File: src/rtl/axi_pkg.sv
// Shared AXI definitions: burst encodings, response codes and engine FSM states.
package axi_pkg;

  typedef enum logic [1:0] {
    BURST_FIXED = 2'b00,
    BURST_INCR  = 2'b01,
    BURST_WRAP  = 2'b10,
    BURST_RSVD  = 2'b11
  } burst_e;

  localparam logic [1:0] RESP_OKAY   = 2'b00;
  localparam logic [1:0] RESP_SLVERR = 2'b10;

  typedef enum logic [1:0] {
    ST_IDLE = 2'b00,
    ST_DATA = 2'b01,
    ST_RESP = 2'b10
  } state_e;

  // WRAP bursts are only legal with 2, 4, 8 or 16 beats.
  function automatic logic wrap_len_ok(input logic [7:0] len);
    return (len == 8'd1) || (len == 8'd3) || (len == 8'd7) || (len == 8'd15);
  endfunction

endpackage

File: src/rtl/axi_wr_slave_engine_if.sv
// AXI write channels (AW, W, B) bundled for the slave engine.
interface axi_wr_slave_engine_if #(
  parameter int ADDR_WIDTH = 32,
  parameter int DATA_WIDTH = 32,
  parameter int ID_WIDTH   = 4
);
  logic [ID_WIDTH-1:0]     awid;
  logic [ADDR_WIDTH-1:0]   awaddr;
  logic [7:0]              awlen;
  logic [2:0]              awsize;
  logic [1:0]              awburst;
  logic                    awvalid;
  logic                    awready;

  logic [DATA_WIDTH-1:0]   wdata;
  logic [DATA_WIDTH/8-1:0] wstrb;
  logic                    wlast;
  logic                    wvalid;
  logic                    wready;

  logic [ID_WIDTH-1:0]     bid;
  logic [1:0]              bresp;
  logic                    bvalid;
  logic                    bready;

  modport master (
    output awid, awaddr, awlen, awsize, awburst, awvalid,
    input  awready,
    output wdata, wstrb, wlast, wvalid,
    input  wready,
    input  bid, bresp, bvalid,
    output bready
  );

  modport slave (
    input  awid, awaddr, awlen, awsize, awburst, awvalid,
    output awready,
    input  wdata, wstrb, wlast, wvalid,
    output wready,
    output bid, bresp, bvalid,
    input  bready
  );
endinterface

File: src/rtl/axi_sync_fifo.sv
// Single-clock FIFO used to queue AW requests; push and pop may share a cycle.
module axi_sync_fifo #(
  parameter int WIDTH = 8,
  parameter int DEPTH = 4
) (
  input  logic             clk_i,
  input  logic             rst_i,
  input  logic             push_i,
  input  logic [WIDTH-1:0] data_i,
  input  logic             pop_i,
  output logic [WIDTH-1:0] data_o,
  output logic             full_o,
  output logic             empty_o
);
  localparam int PW = $clog2(DEPTH);
  localparam logic [PW:0] FULL_CNT = (PW+1)'(DEPTH);

  logic [WIDTH-1:0] mem_q [DEPTH];
  logic [PW-1:0]    wr_ptr_q;
  logic [PW-1:0]    rd_ptr_q;
  logic [PW:0]      count_q;
  logic             push_ok_s;
  logic             pop_ok_s;

  assign full_o    = (count_q == FULL_CNT);
  assign empty_o   = (count_q == '0);
  assign push_ok_s = push_i && !full_o;
  assign pop_ok_s  = pop_i && !empty_o;
  assign data_o    = mem_q[rd_ptr_q];

  // Storage array; contents need no reset because occupancy is tracked by count_q.
  always_ff @(posedge clk_i) begin
    if (push_ok_s) begin
      mem_q[wr_ptr_q] <= data_i;
    end
  end

  // Pointer and occupancy bookkeeping.
  always_ff @(posedge clk_i or posedge rst_i) begin
    if (rst_i) begin
      wr_ptr_q <= '0;
      rd_ptr_q <= '0;
      count_q  <= '0;
    end else begin
      if (push_ok_s) begin
        wr_ptr_q <= wr_ptr_q + PW'(1);
      end
      if (pop_ok_s) begin
        rd_ptr_q <= rd_ptr_q + PW'(1);
      end
      case ({push_ok_s, pop_ok_s})
        2'b10:   count_q <= count_q + (PW+1)'(1);
        2'b01:   count_q <= count_q - (PW+1)'(1);
        default: count_q <= count_q;
      endcase
    end
  end
endmodule

File: src/rtl/axi_wr_slave_engine.sv
// AXI write slave: queues AW requests, walks each burst beat by beat onto a
// simple memory write port, and returns one B response per burst.
module axi_wr_slave_engine
  import axi_pkg::*;
#(
  parameter int ADDR_WIDTH = 32,
  parameter int DATA_WIDTH = 32,
  parameter int ID_WIDTH   = 4,
  parameter int AW_DEPTH   = 4
) (
  input  logic                    aclk,
  input  logic                    areset,
  axi_wr_slave_engine_if.slave    s_axi,
  output logic                    mem_we,
  output logic [ADDR_WIDTH-1:0]   mem_addr,
  output logic [DATA_WIDTH-1:0]   mem_wdata,
  output logic [DATA_WIDTH/8-1:0] mem_wstrb
);
  localparam int STRB_W   = DATA_WIDTH / 8;
  localparam int SIZE_MAX = $clog2(STRB_W);
  localparam int AWF_W    = ID_WIDTH + ADDR_WIDTH + 8 + 3 + 2;

  // AW queue
  logic [AWF_W-1:0]      fifo_din_s;
  logic [AWF_W-1:0]      fifo_dout_s;
  logic                  fifo_full_s;
  logic                  fifo_empty_s;
  logic                  fifo_pop_s;
  logic [ID_WIDTH-1:0]   head_id_s;
  logic [ADDR_WIDTH-1:0] head_addr_s;
  logic [7:0]            head_len_s;
  logic [2:0]            head_size_s;
  logic [1:0]            head_burst_s;

  // Burst context
  state_e                state_q;
  logic [ADDR_WIDTH-1:0] addr_q;
  logic [7:0]            cnt_q;
  logic [7:0]            len_q;
  logic [2:0]            size_q;
  burst_e                burst_q;
  logic [ID_WIDTH-1:0]   id_q;
  logic                  err_q;

  // Registered outputs
  logic                  wready_q;
  logic                  bvalid_q;
  logic [ID_WIDTH-1:0]   bid_q;
  logic [1:0]            bresp_q;
  logic                  mem_we_q;
  logic [ADDR_WIDTH-1:0] mem_addr_q;
  logic [DATA_WIDTH-1:0] mem_wdata_q;
  logic [STRB_W-1:0]     mem_wstrb_q;

  // Combinational helpers
  logic                  load_err_s;
  logic                  w_hs_s;
  logic                  last_beat_s;
  logic                  beat_err_s;
  logic [ADDR_WIDTH-1:0] bytes_s;
  logic [ADDR_WIDTH-1:0] wrap_mask_s;
  logic [ADDR_WIDTH-1:0] incr_addr_s;
  logic [ADDR_WIDTH-1:0] addr_d;

  assign fifo_din_s = {s_axi.awid, s_axi.awaddr, s_axi.awlen, s_axi.awsize, s_axi.awburst};
  assign {head_id_s, head_addr_s, head_len_s, head_size_s, head_burst_s} = fifo_dout_s;
  assign fifo_pop_s = (state_q == ST_IDLE) && !fifo_empty_s;

  axi_sync_fifo #(
    .WIDTH (AWF_W),
    .DEPTH (AW_DEPTH)
  ) u_aw_fifo (
    .clk_i   (aclk),
    .rst_i   (areset),
    .push_i  (s_axi.awvalid),
    .data_i  (fifo_din_s),
    .pop_i   (fifo_pop_s),
    .data_o  (fifo_dout_s),
    .full_o  (fifo_full_s),
    .empty_o (fifo_empty_s)
  );

  assign s_axi.awready = !fifo_full_s;
  assign s_axi.wready  = wready_q;
  assign s_axi.bvalid  = bvalid_q;
  assign s_axi.bid     = bid_q;
  assign s_axi.bresp   = bresp_q;
  assign mem_we        = mem_we_q;
  assign mem_addr      = mem_addr_q;
  assign mem_wdata     = mem_wdata_q;
  assign mem_wstrb     = mem_wstrb_q;

  assign w_hs_s      = s_axi.wvalid && wready_q;
  assign last_beat_s = (cnt_q == 8'd0);
  // A beat is bad if the burst is already flagged or wlast disagrees with the beat count.
  assign beat_err_s  = err_q || (s_axi.wlast != last_beat_s);

  // Classify the AW at the FIFO head as illegal before it is loaded.
  always_comb begin
    load_err_s = 1'b0;
    if (head_size_s > 3'(SIZE_MAX)) begin
      load_err_s = 1'b1;
    end else if (head_burst_s == BURST_RSVD) begin
      load_err_s = 1'b1;
    end else if ((head_burst_s == BURST_WRAP) && !wrap_len_ok(head_len_s)) begin
      load_err_s = 1'b1;
    end else begin
      load_err_s = 1'b0;
    end
  end

  // Address of the next beat for the active burst type.
  always_comb begin
    bytes_s     = ADDR_WIDTH'(1) << size_q;
    wrap_mask_s = (ADDR_WIDTH'({1'b0, len_q} + 9'd1) * bytes_s) - ADDR_WIDTH'(1);
    incr_addr_s = addr_q + bytes_s;
    addr_d      = addr_q;
    case (burst_q)
      BURST_FIXED: addr_d = addr_q;
      BURST_INCR:  addr_d = incr_addr_s;
      BURST_WRAP:  addr_d = (addr_q & ~wrap_mask_s) | (incr_addr_s & wrap_mask_s);
      default:     addr_d = addr_q;
    endcase
  end

  // Burst FSM with all channel and memory outputs registered.
  always_ff @(posedge aclk or posedge areset) begin
    if (areset) begin
      state_q     <= ST_IDLE;
      addr_q      <= '0;
      cnt_q       <= 8'd0;
      len_q       <= 8'd0;
      size_q      <= 3'd0;
      burst_q     <= BURST_FIXED;
      id_q        <= '0;
      err_q       <= 1'b0;
      wready_q    <= 1'b0;
      bvalid_q    <= 1'b0;
      bid_q       <= '0;
      bresp_q     <= RESP_OKAY;
      mem_we_q    <= 1'b0;
      mem_addr_q  <= '0;
      mem_wdata_q <= '0;
      mem_wstrb_q <= '0;
    end else begin
      mem_we_q <= 1'b0;
      case (state_q)
        ST_IDLE: begin
          if (!fifo_empty_s) begin
            addr_q   <= head_addr_s;
            cnt_q    <= head_len_s;
            len_q    <= head_len_s;
            size_q   <= head_size_s;
            burst_q  <= burst_e'(head_burst_s);
            id_q     <= head_id_s;
            err_q    <= load_err_s;
            wready_q <= 1'b1;
            state_q  <= ST_DATA;
          end
        end
        ST_DATA: begin
          if (w_hs_s) begin
            mem_we_q    <= !beat_err_s;
            mem_addr_q  <= addr_q;
            mem_wdata_q <= s_axi.wdata;
            mem_wstrb_q <= s_axi.wstrb;
            addr_q      <= addr_d;
            cnt_q       <= cnt_q - 8'd1;
            err_q       <= beat_err_s;
            if (last_beat_s) begin
              wready_q <= 1'b0;
              bvalid_q <= 1'b1;
              bid_q    <= id_q;
              bresp_q  <= beat_err_s ? RESP_SLVERR : RESP_OKAY;
              state_q  <= ST_RESP;
            end
          end
        end
        ST_RESP: begin
          if (s_axi.bready) begin
            bvalid_q <= 1'b0;
            state_q  <= ST_IDLE;
          end
        end
        default: begin
          wready_q <= 1'b0;
          bvalid_q <= 1'b0;
          state_q  <= ST_IDLE;
        end
      endcase
    end
  end
endmodule
File: src/flat_wrapper.sv
// flat-port wrapper written by rule: the top's interface ports become plain ports
module axi_wr_slave_engine_flat import axi_pkg::*;
#(
  parameter int ADDR_WIDTH = 32,
  parameter int DATA_WIDTH = 32,
  parameter int ID_WIDTH   = 4,
  parameter int AW_DEPTH   = 4
)
  (aclk, areset, mem_we, mem_addr, mem_wdata, mem_wstrb, s_axi_awid, s_axi_awaddr, s_axi_awlen, s_axi_awsize, s_axi_awburst, s_axi_awvalid, s_axi_awready, s_axi_wdata, s_axi_wstrb, s_axi_wlast, s_axi_wvalid, s_axi_wready, s_axi_bid, s_axi_bresp, s_axi_bvalid, s_axi_bready);
  axi_wr_slave_engine_if #(.ADDR_WIDTH(ADDR_WIDTH), .DATA_WIDTH(DATA_WIDTH), .ID_WIDTH(ID_WIDTH)) s_axi_i ();
  input  logic aclk;
  input  logic areset;
  output logic mem_we;
  output logic [ADDR_WIDTH-1:0] mem_addr;
  output logic [DATA_WIDTH-1:0] mem_wdata;
  output logic [DATA_WIDTH/8-1:0] mem_wstrb;
  input wire logic [$bits(s_axi_i.awid)-1:0] s_axi_awid;
  input wire logic [$bits(s_axi_i.awaddr)-1:0] s_axi_awaddr;
  input wire logic [$bits(s_axi_i.awlen)-1:0] s_axi_awlen;
  input wire logic [$bits(s_axi_i.awsize)-1:0] s_axi_awsize;
  input wire logic [$bits(s_axi_i.awburst)-1:0] s_axi_awburst;
  input wire logic [$bits(s_axi_i.awvalid)-1:0] s_axi_awvalid;
  output wire logic [$bits(s_axi_i.awready)-1:0] s_axi_awready;
  input wire logic [$bits(s_axi_i.wdata)-1:0] s_axi_wdata;
  input wire logic [$bits(s_axi_i.wstrb)-1:0] s_axi_wstrb;
  input wire logic [$bits(s_axi_i.wlast)-1:0] s_axi_wlast;
  input wire logic [$bits(s_axi_i.wvalid)-1:0] s_axi_wvalid;
  output wire logic [$bits(s_axi_i.wready)-1:0] s_axi_wready;
  output wire logic [$bits(s_axi_i.bid)-1:0] s_axi_bid;
  output wire logic [$bits(s_axi_i.bresp)-1:0] s_axi_bresp;
  output wire logic [$bits(s_axi_i.bvalid)-1:0] s_axi_bvalid;
  input wire logic [$bits(s_axi_i.bready)-1:0] s_axi_bready;
  assign s_axi_i.awid = s_axi_awid;
  assign s_axi_i.awaddr = s_axi_awaddr;
  assign s_axi_i.awlen = s_axi_awlen;
  assign s_axi_i.awsize = s_axi_awsize;
  assign s_axi_i.awburst = s_axi_awburst;
  assign s_axi_i.awvalid = s_axi_awvalid;
  assign s_axi_awready = s_axi_i.awready;
  assign s_axi_i.wdata = s_axi_wdata;
  assign s_axi_i.wstrb = s_axi_wstrb;
  assign s_axi_i.wlast = s_axi_wlast;
  assign s_axi_i.wvalid = s_axi_wvalid;
  assign s_axi_wready = s_axi_i.wready;
  assign s_axi_bid = s_axi_i.bid;
  assign s_axi_bresp = s_axi_i.bresp;
  assign s_axi_bvalid = s_axi_i.bvalid;
  assign s_axi_i.bready = s_axi_bready;
  axi_wr_slave_engine #(.ADDR_WIDTH(ADDR_WIDTH), .DATA_WIDTH(DATA_WIDTH), .ID_WIDTH(ID_WIDTH), .AW_DEPTH(AW_DEPTH)) u_core (.aclk(aclk), .areset(areset), .s_axi(s_axi_i), .mem_we(mem_we), .mem_addr(mem_addr), .mem_wdata(mem_wdata), .mem_wstrb(mem_wstrb));
endmodule
File: config.mk
export PLATFORM = sky130hd
export DESIGN_NAME = axi_wr_slave_engine_flat
export DESIGN_NICKNAME = d
export VERILOG_FILES = /design/src/rtl/axi_pkg.sv /design/src/rtl/axi_wr_slave_engine_if.sv /design/src/rtl/axi_sync_fifo.sv /design/src/rtl/axi_wr_slave_engine.sv /design/src/flat_wrapper.sv
export SDC_FILE = /design/constraint.sdc
export NUM_CORES = 1
export LEC_CHECK = 0
export BUFFER_PORTS_ARGS = -buffer_cell sky130_fd_sc_hd__buf_4
export CORE_MARGIN = 3
export CORE_UTILIZATION = 60
export DETAILED_ROUTE_END_ITERATION = 7
export MAX_ROUTING_LAYER = met4
export PLACE_DENSITY = 0.83
export SYNTH_ARGS = -nofsm -noshare
export SYNTH_HDL_FRONTEND = slang
export SYNTH_SLANG_ARGS = --single-unit
File: constraint.sdc
create_clock -name aclk -period 19.48 [get_ports aclk]
set_clock_uncertainty 0.2 [all_clocks]
set_input_delay 5.844 -clock aclk [delete_from_list [all_inputs] [get_ports aclk]]
set_output_delay 5.844 -clock aclk [all_outputs]
set_load 0.01 [all_outputs]
==> impl_metrics.sql <==
INSERT INTO impl_metrics (metric_group, metric, value, unit) VALUES
('die', 'num_rows', '61', ''),
('hold_path', 'hold-path-cell-count', '2', ''),
('critical_path', 'critPathMaxFanout', '41', ''),
('place', 'preCtsSetupSlack', '10.69', 'ns'),
('sta', 'timing_hold_violations_final', '0', ''),
('cts', 'cts_tree', 'done', ''),
('route', 'drt-initial-drc-count', '1234', ''),
('cts', 'cts-root-buf', 'sky130_fd_sc_hd__clkbuf_16', ''),
('sta', 'grt_setup_unrepaired', 'no', ''),
('route', 'routed-wl-met3', '2480', 'um'),
('die', 'start_util', '61.7', '%'),
('sta', 'final_max_slew_viol_count', '0', ''),
('yosys', 'synth-main-ff-cell', 'sky130_fd_sc_hd__edfxtp_1', ''),
('route', 'dr_wl_met2', '20800', 'um'),
('final_layout', 'areaGrowthSynthToFinish', '15.7', '%'),
('die', 'die_x', '176', 'um'),
('yosys', 'netlist_instances', '1350', ''),
('die', 'design.die.area', '31000', 'um2'),
('yosys', 'yosys.area.top_type_share', '34.0', '%'),
('critical_path', 'rr_startpoint', 'u_core.len_q[0]', ''),
('yosys', 'synth_enable_flop_cells', '196', ''),
('sta', 'finalWorstSetupSlack', '11.24', 'ns'),
('cts', 'clock-sinks', '339', ''),
('yosys', 'synth_area_leaders', 'sky130_fd_sc_hd__edfxtp_1 34%, sky130_fd_sc_hd__dfrtp_1 21%, sky130_fd_sc_hd__mux4_2 6.4%, sky130_fd_sc_hd__ha_1 5.7%, sky130_fd_sc_hd__fa_1 5.5%', ''),
('yosys', 'synth_seq_area_share', '54.6', '%'),
('yosys', 'postSynthAreaPerCell', '12.8', 'um2'),
('flow_run', 'maxCapViolations', '0', ''),
('yosys', 'synth_nets', '1568', ''),
('sta', 'max-slew-margin-rel', '31.1', '%'),
('sta', 'tightest_slew', '1.02', 'ns'),
('route', 'route.detailed.wl_per_inst', '20.8', 'um'),
('final_layout', 'count_of_nets_after_finishing', '1731', ''),
('pwr', 'power-per-cell-area', '82.0', 'nW/um2'),
('yosys', 'synth_async_sr_flop_share', '42.2', '%'),
('yosys', 'leading_cell_type_by_number_of_instances_after_synthesis', 'sky130_fd_sc_hd__edfxtp_1', ''),
('critical_path', 'required', '19.71', 'ns'),
('die', 'placeableCoreArea', '28100', 'um2'),
('critical_path', 'rrSetupSlack', '12.17', 'ns'),
('critical_path', 'path_cells', 'buf_4 > nand3_4 > buf_4 > nand2_1 > o21ai_0 > buf_4 > nor2_1 > a31oi_1 > a2111oi_0 > a211oi_1', ''),
('global_route', 'grt_usage', '26.6', '%'),
('sta', 'setup-tns-final', '0', 'ns'),
('place', 'port_bufs', '167', ''),
('route', 'via_total_after_detailed_routing', '11684', ''),
('hold_path', 'min_path_type', 'reg -> reg', ''),
('sta', 'finalSetupViolations', '0', ''),
('route', 'detailedRoute.firstPassIterationCount', '5', ''),
('global_route', 'number_of_global_route_vias_before_repair', '11882', ''),
('sta', 'finalCritPeriodShare', '42.3', '%'),
('global_route', 'pin_count_of_the_biggest_net_entering_global_routing', '97', ''),
('pwr', 'static_leakage', '8.62', 'nW'),
('critical_path', 'endpoint_kind', 'flop', ''),
('global_route', 'antenna_violations_before_repair', '0', ''),
('route', 'drc_errors', '0', ''),
('cts', 'postCtsResizedCells', '0', ''),
('yosys', 'synth.yosys.warnings', '0', ''),
('cts', 'cts-hold-fix-buffers', '0', ''),
('final_layout', 'antenna_cells', '0', ''),
('sta', 'period_minus_slack', '8.24', 'ns'),
('route', 'wl', '39800', 'um'),
('cts', 'post_cts_buffers', '0', ''),
('cts', 'cts_buffers', '35', ''),
('global_route', 'globalRoute.totalOverflow', '0', ''),
('critical_path', 'max_stage_delay', '0.56', 'ns'),
('die', 'floorplan.die.height', '176', 'um'),
('status', 'status', 'finished clean', ''),
('global_route', 'grt_first_pass_wirelength', '62900', 'um'),
('die', 'top_level_ports', '169', ''),
('route', 'route.layer.met1.wl', '15500', 'um'),
('critical_path', 'critical_path.startpoint_type', 'input pin', ''),
('critical_path', 'crit_path_frequent_cell', 'sky130_fd_sc_hd__buf_4', ''),
('cts', 'clock_tree_buffer_depth', '3', '');
[area by class of cell]
class,count,area [um2]
fill,1860,8030
tap,378,473
clock inverter,20,146
timing repair buffer,183,1370
multi-input combinational,851,7270
sequential,339,9470
inverter,103,392
clock buffer,44,931
[per-layer routing]
layer  vias to the layer above  track usage, %
li1                       5215               -
met1                      5848            34.5
met2                       527            44.4
met3                        94            3.57
met4                         0            8.08
met5                         -               -
[cells by family after synthesis]
| group | after synthesis | synth area share, % |
|---|---|---|
| DFF | 339 | 54.6 |
| other | 1 | 0.0216 |
| adders and majority gates | 127 | 11.2 |
| muxes | 119 | 10.9 |
| AOI/OAI and AO/OA | 223 | 8.67 |
| and+or+nand+nor | 343 | 9.05 |
| buffers and inverters | 160 | 3.57 |
| xor gates and xnor gates | 38 | 1.92 |
[power breakdown]
part           leakage (nW)  internal (W)  switching (W)
logic                  4.37     0.0000465      0.0000912
registers              3.73      0.000858      0.0000219
clock network         0.519      0.000356       0.000272
total                  8.62       0.00126       0.000385
[through the flow]
| stage | cell area, um2 | utilization, % | total power (W) | std cells |
|---|---|---|---|---|
| after floorplan | 17300 | - | 0.000964 | 1350 |
| after global placement | 19000 | 67.6 | 0.00102 | 1854 |
| after detailed placement | 19000 | 67.6 | 0.00103 | 1854 |
| after CTS | 20100 | 71.4 | 0.00165 | 1918 |
| after global routing | 20100 | 71.4 | 0.00170 | 1918 |
| final | 20100 | 71.4 | 0.00165 | 1918 |
[worst min-delay path by stage]
stage	startpoint	to	slack [ns]
6_report	u_core.id_q[3]	u_core.id_q[3]	0.29
5_1_grt	u_core.mem_wdata[21]	u_core.mem_wdata[21]	0.31
3_3_place_gp	u_core.id_q[3]	u_core.id_q[3]	0.26
3_5_place_dp	u_core.err_q	u_core.mem_we	0.27
2_1_floorplan	u_core.err_q	u_core.mem_we	0.23
4_1_cts	u_core.cnt_q[0]	u_core.cnt_q[0]	0.30
[sequential cells by signal (all words and copies together) (netlist names), 2 cells and up, named ones only]
name,count
u_core.size_q,3
u_core.mem_addr,32
u_core.u_aw_fifo.wr_ptr_q,2
u_core.mem_wstrb,4
u_core.u_aw_fifo.count_q,3
u_core.id_q,4
u_core.len_q,8
u_core.u_aw_fifo.rd_ptr_q,2
u_core.cnt_q,8
u_core.state_q,2
u_core.u_aw_fifo.mem_q,196
u_core.s_axi.bid,4
u_core.mem_wdata,32
u_core.burst_q,2
[worst max-delay path, delay by kind of cell]
family | cells | cell delay [ns]
compound gates | 4 | 0.81
buf+inv | 3 | 0.90
simple gates | 3 | 0.91
[layout by cell type, fill, tap and decap left out, types with 55 or more instances in the layout]
cell type,instances
sky130_fd_sc_hd__nand2_1,148
sky130_fd_sc_hd__inv_1,102
sky130_fd_sc_hd__a21oi_1,55
sky130_fd_sc_hd__dfrtp_1,141
sky130_fd_sc_hd__buf_4,183
sky130_fd_sc_hd__mux2_2,69
sky130_fd_sc_hd__nor2_1,77
sky130_fd_sc_hd__o21ai_0,63
sky130_fd_sc_hd__ha_1,79
sky130_fd_sc_hd__edfxtp_1,196
Power figures use the tool's default switching activity.
